File: src/rtl/sram_stage_sequencer.sv
// Hands SRAM ownership to a chain of processing stages in index order,
// with a per-stage inactivity watchdog and an optional held final owner.
module sram_stage_sequencer #(
    parameter int NUM_STAGES     = 3,
    parameter int ADDR_W         = 18,
    parameter int DATA_W         = 16,
    parameter int TIMEOUT_CYCLES = 50000000,
    parameter int HOLD_LAST      = 1
) (
    input  logic                         CLOCK_50_I,
    input  logic                         Resetn,
    input  logic                         go_i,
    input  logic                         abort_i,
    input  logic [NUM_STAGES-1:0]        stage_en_i,
    input  logic [NUM_STAGES-1:0]        stage_done_i,
    input  logic [NUM_STAGES*ADDR_W-1:0] stage_addr_i,
    input  logic [NUM_STAGES*DATA_W-1:0] stage_wdata_i,
    input  logic [NUM_STAGES-1:0]        stage_we_n_i,
    output logic [NUM_STAGES-1:0]        stage_start_o,
    output logic [ADDR_W-1:0]            SRAM_address,
    output logic [DATA_W-1:0]            SRAM_write_data,
    output logic                         SRAM_we_n,
    output logic [2:0]                   active_stage_o,
    output logic                         busy_o,
    output logic                         seq_done_o,
    output logic                         error_o
);

    localparam bit WD_ON = (TIMEOUT_CYCLES > 0);
    localparam int WD_W  = WD_ON ? $clog2(TIMEOUT_CYCLES + 1) : 1;
    localparam logic [WD_W-1:0] WD_LIMIT =
        WD_W'(WD_ON ? TIMEOUT_CYCLES - 1 : 0);

    typedef enum logic [2:0] {
        S_IDLE,
        S_START,
        S_RUN,
        S_HOLD,
        S_DONE,
        S_ERROR
    } state_t;

    state_t                  state;
    state_t                  state_nx;
    logic [2:0]              stage_q;
    logic [NUM_STAGES-1:0]   mask_q;
    logic [WD_W-1:0]         wdog_q;
    logic                    error_q;

    logic                    first_found;
    logic [2:0]              first_idx;
    logic                    next_found;
    logic [2:0]              next_idx;
    logic                    sel_done;
    logic                    sel_we_n;
    logic [ADDR_W-1:0]       sel_addr;
    logic [DATA_W-1:0]       sel_wdata;
    logic [NUM_STAGES-1:0]   sel_onehot;
    logic                    wd_expired;
    logic                    owned;
    logic                    accept_go;

    // Descending scans leave the lowest matching index in the result.
    always_comb begin
        first_found = 1'b0;
        first_idx   = '0;
        next_found  = 1'b0;
        next_idx    = '0;
        for (int i = NUM_STAGES - 1; i >= 0; i--) begin
            if (stage_en_i[i]) begin
                first_found = 1'b1;
                first_idx   = 3'(i);
            end
            if (mask_q[i] && (3'(i) > stage_q)) begin
                next_found = 1'b1;
                next_idx   = 3'(i);
            end
        end
    end

    always_comb begin
        sel_done   = 1'b0;
        sel_we_n   = 1'b1;
        sel_addr   = '0;
        sel_wdata  = '0;
        sel_onehot = '0;
        for (int i = 0; i < NUM_STAGES; i++) begin
            if (stage_q == 3'(i)) begin
                sel_done      = stage_done_i[i];
                sel_we_n      = stage_we_n_i[i];
                sel_addr      = stage_addr_i[i*ADDR_W +: ADDR_W];
                sel_wdata     = stage_wdata_i[i*DATA_W +: DATA_W];
                sel_onehot[i] = 1'b1;
            end
        end
    end

    assign wd_expired = WD_ON && (wdog_q == WD_LIMIT);
    assign accept_go  = go_i && !abort_i &&
                        ((state == S_IDLE) || (state == S_ERROR));

    always_ff @(posedge CLOCK_50_I) begin
        if (!Resetn) begin
            state <= S_IDLE;
        end else begin
            state <= state_nx;
        end
    end

    always_comb begin
        state_nx = state;
        unique case (state)
            S_IDLE, S_ERROR: begin
                if (go_i) begin
                    state_nx = first_found ? S_START : S_DONE;
                end
            end
            S_START: begin
                state_nx = ((HOLD_LAST != 0) && !next_found) ? S_HOLD : S_RUN;
            end
            S_RUN: begin
                if (sel_done) begin
                    state_nx = next_found ? S_START : S_DONE;
                end else if (wd_expired) begin
                    state_nx = S_ERROR;
                end
            end
            S_HOLD:  state_nx = S_HOLD;
            S_DONE:  state_nx = S_IDLE;
            default: state_nx = S_IDLE;
        endcase
        if (abort_i) begin
            state_nx = S_IDLE;
        end
    end

    always_ff @(posedge CLOCK_50_I) begin
        if (!Resetn) begin
            stage_q <= '0;
            mask_q  <= '0;
            wdog_q  <= '0;
            error_q <= 1'b0;
        end else if (!abort_i) begin
            if (accept_go) begin
                mask_q  <= stage_en_i;
                error_q <= 1'b0;
                if (first_found) begin
                    stage_q <= first_idx;
                end
            end
            if ((state == S_RUN) && sel_done && next_found) begin
                stage_q <= next_idx;
            end
            if ((state == S_RUN) && !sel_done && wd_expired) begin
                error_q <= 1'b1;
            end
            // Any write by the owner counts as proof of life.
            if ((state_nx == S_START) || (state == S_START) || !sel_we_n) begin
                wdog_q <= '0;
            end else if (state == S_RUN) begin
                wdog_q <= wdog_q + 1'b1;
            end
        end
    end

    always_comb begin
        owned           = (state == S_START) || (state == S_RUN) ||
                          (state == S_HOLD);
        busy_o          = owned;
        seq_done_o      = (state == S_DONE);
        stage_start_o   = (state == S_START) ? sel_onehot : '0;
        SRAM_address    = owned ? sel_addr : '0;
        SRAM_write_data = owned ? sel_wdata : '0;
        SRAM_we_n       = owned ? sel_we_n : 1'b1;
        active_stage_o  = stage_q;
        error_o         = error_q;
    end

endmodule
File: config.mk
export PLATFORM = sky130hd
export DESIGN_NAME = sram_stage_sequencer
export DESIGN_NICKNAME = d
export VERILOG_FILES = /design/src/rtl/sram_stage_sequencer.sv
export SDC_FILE = /design/constraint.sdc
export NUM_CORES = 1
export LEC_CHECK = 0
export ABC_AREA = 1
export CORE_MARGIN = 1
export CORE_UTILIZATION = 25
export DETAILED_ROUTE_END_ITERATION = 8
export PLACE_DENSITY = 0.56
export SKIP_LAST_GASP = 1
export SYNTH_ARGS = -nofsm -noshare
export SYNTH_HDL_FRONTEND = slang
export SYNTH_SLANG_ARGS = --single-unit
File: constraint.sdc
create_clock -name CLOCK_50_I -period 1.65 [get_ports CLOCK_50_I]
set_input_delay 0.495 -clock CLOCK_50_I [delete_from_list [all_inputs] [get_ports CLOCK_50_I]]
set_output_delay 0.495 -clock CLOCK_50_I [all_outputs]
set_load 0.02 [all_outputs]
==> run_results.csv <==
group,metric,value,unit
place,gp_congestion,0.8830,
timing,hold_viol_final,0,
timing,period_needed,2.104,ns
finish,postLayoutCellArea,7062,um2
setup_path,crit_fanout,5,
timing,setup_violations,69,
clock_network,numCtsBuffers,5,
status,outcome,"finished with violations",
global_routing,grt_pass1_wl,25270,um
synthesis,yosysMostFrequentCell,"nand2_1",
pwr,power_leakage,3.212,nW
routing,post_drt_via_cell_ratio,4.706,
place,dp_hpwl,10590,um
synthesis,ys_top_cells_by_area,"nand2_1 (22%), dfxtp_1 (20%), nand3_1 (13%)",
place,placedInstanceArea,5612,um2
setup_path,crit_family,"buffers and inverters",
clock_network,clk_pin_slew,0.05,ns
synthesis,syn_area,3344,um2
setup_path,path_buf_inv,4,
synthesis,synth_top_area_share,22.00,%
clock_network,cts_root_buffer,"clkbuf_16",
place,port_buffers,157,
finish,final_util,55.06,%
setup_path,critPathMostFrequentCell,"nand2_1",
routing,drt-total-wl,16090,um
synthesis,synth_area_leader_cell,"nand2_1",
clock_network,clkLatencyLatePin,0.28,ns
routing,wl_per_cell,15.28,um
finish,area_growth,111.1,%
clock_network,clkSinkCount,34,
clock_network,cts_tree,"done",
routing,first_pass_iters,7,
floorplan,rows,41,
timing,fin_hold_ws,0.4729,ns
finish,fin_nets,995,
floorplan,die_w,117.7,um
clock_network,ctsHoldBuffers,0,
synthesis,ys_async_sr_fraction,0,%
floorplan,coreArea,12820,um2
routing,ant_nets,0,
pwr,power_density,551.9,nW/um2
global_routing,grt_pass1_vias,4936,
floorplan,ioPinCount,159,
synthesis,yosysUniqueCellTypes,33,
synthesis,synth-edff-count,0,
synthesis,synthCells,628,
min_path,hp-class,"flop to flop",
timing,max_freq,0.4754,GHz
clock_network,clock_path_buffers,2,
synthesis,syn-num-nets,744,
clock_network,cts_max_level,2,
setup_path,end_kind,"output port",
timing,final_max_slew_viol_count,0,
run,cap_violations,0,
synthesis,ys_ff_latch,34,
setup_path,worst_ep_arrival_time,1.61,ns
synthesis,yosys_most_used_dff,"dfxtp_1",
routing,drt_iter0_drc,211,
setup_path,path_class,"flop to output port",
setup_path,crit_required,1.15,ns
synthesis,synth-seq-area-share,20.35,%
finish,drive_gt1_share,32.95,%
global_routing,antenna_found_initial,1,
timing,fin_setup_tns,-21.80,ns
timing,min_period_over_period,127.5,%
setup_path,crit_slowest_cell,"dfxtp_4",
synthesis,synth.avg_cell_area,5.326,um2
synthesis,synthTopCellsByCount,"nand2_1 (196), nor2_1 (118), nand3_1 (90), inv_1 (72), dfxtp_1 (34)",
global_routing,grtUsageTotal,22.73,%
setup_path,crit_chain,"inv_6 > nor2_4 > buf_4 > nand2_1 > nand3_1 > nand2_1 > inv_1 > clkdlybuf4s15_2",
setup_path,crit_path_max_incr_delay,0.39,ns
setup_path,cp-start-kind,"flop",
global_routing,grt_max_degree,29,
status,violations,"negative setup slack",
synthesis,yosys_warnings,0,
timing,setup_slack,-0.4536,ns
timing,rsz0062_at_grt,"yes",
floorplan,die_y,117.7,um
pwr,peakVddDrop,476.7,uV
timing,worst_clock_skew,0.004109,ns
routing,drc,0,
floorplan,die-area,13840,um2
global_routing,grt_overflow,0,
routing,vias,4955,
floorplan,initial_core_util,26.08,%
## through the flow
stage / setup slack (ns) / power (mW) / cells
after global routing: -0.5233 / 4.114 / 1053
after global placement: -0.7956 / 2.325 / 997
after detailed placement: -0.8162 / 2.348 / 997
final: -0.4536 / 3.898 / 1053
after floorplan: -0.07049 / 1.635 / 628
after CTS: -0.4186 / 3.815 / 1046
## worst register-to-register path: stages, from the launching register on
cell,delay (ns)
dfxtp_4,0.37
inv_6,0.07
nor2_4,0.05
buf_6,0.14
buf_6,0.12
nand2_4,0.05
nand3_4,0.08
buf_6,0.12
nor2_4,0.12
buf_6,0.13
nand3_4,0.17
buf_12,0.21
nor3_2,0.14
nor2_1,0.05
nor2_1,0.08
## flip-flops by register name, indices dropped and copies added (netlist names)
register / flops
wdog_q: 26
state: 3
active_stage_o: 2
mask_q: 2
error_o: 1
## kinds of logic (layout without fill, tap and decap cells)
family / Yosys count / after routing / synth area share, %
and+or+nand+nor: 431 / 431 / 55.33
buffers and inverters: 105 / 357 / 13.09
AOI/OAI and AO/OA: 40 / 40 / 6.547
DFF: 34 / 34 / 20.35
adders and majority gates: 1 / 1 / 0.3741
other: 1 / 2 / 0.1121
xor gates and xnor gates: 16 / 16 / 4.190
## cells in the final DEF, fill, tap and decap left out, types with 13 or more instances in the layout
| cell | instances |
|---|---|
| buf_6 | 41 |
| nor2_1 | 82 |
| nand3_1 | 71 |
| nor2_4 | 32 |
| clkdlybuf4s50_1 | 114 |
| clkdlybuf4s15_2 | 14 |
| buf_4 | 78 |
| nand2_1 | 167 |
| nand3_2 | 18 |
| nand2_2 | 19 |
| inv_1 | 65 |
| dfxtp_1 | 29 |
| o21ai_1 | 13 |
## repair_timing
| item | in CTS | in global routing |
|---|---|---|
| gates cloned | 14 | 1 |
| resized for setup | 332 | 94 |
| setup endpoints to repair | 74 | 73 |
| pin swaps | 49 | 37 |
| endpoints found under the hold margin | 0 | 0 |
| setup buffers | 29 | 9 |
## power by group
part / internal, mW / switching (mW) / leakage, nW
logic: 1.06 / 0.919 / 2.86
registers: 0.889 / 0.0934 / 0.283
clock network: 0.598 / 0.342 / 0.0739
## worst paths after layout
| path | startpoint | to | slack [ns] | depth (start not counted) |
|---|---|---|---|---|
| worst min register to register | error_o | error_o | 0.47 | 2 |
| worst max register to register | active_stage_o[1] | wdog_q[9] | -0.33 | 14 |
| worst max-delay path | active_stage_o[1] | SRAM_write_data[3] | -0.45 | 8 |
| worst min-delay path | error_o | error_o | 0.47 | 2 |
## per-layer routing
| layer | vias up | track usage, % | share of wire [%] |
|---|---|---|---|
| met5 | - | 0 | 0 |
| met1 | 2296 | 25.07 | 40 |
| li1 | 2467 | - | - |
| met3 | 34 | 3.779 | 5.2 |
| met2 | 158 | 42.83 | 52 |
| met4 | 0 | 8.894 | 3.2 |
## layout make-up
cell class / instances / area (um2)
fillers: 1200 / 5763
repair buffers: 273 / 2885
multi-input cells: 489 / 2805
flip-flops and latches: 34 / 696.9
inverters: 76 / 309.0
well taps: 172 / 215.2
clock buffers: 7 / 142.6
clock inverters: 1 / 5.005
diodes: 1 / 2.502
No activity file was read; power rests on OpenSTA's default activity.
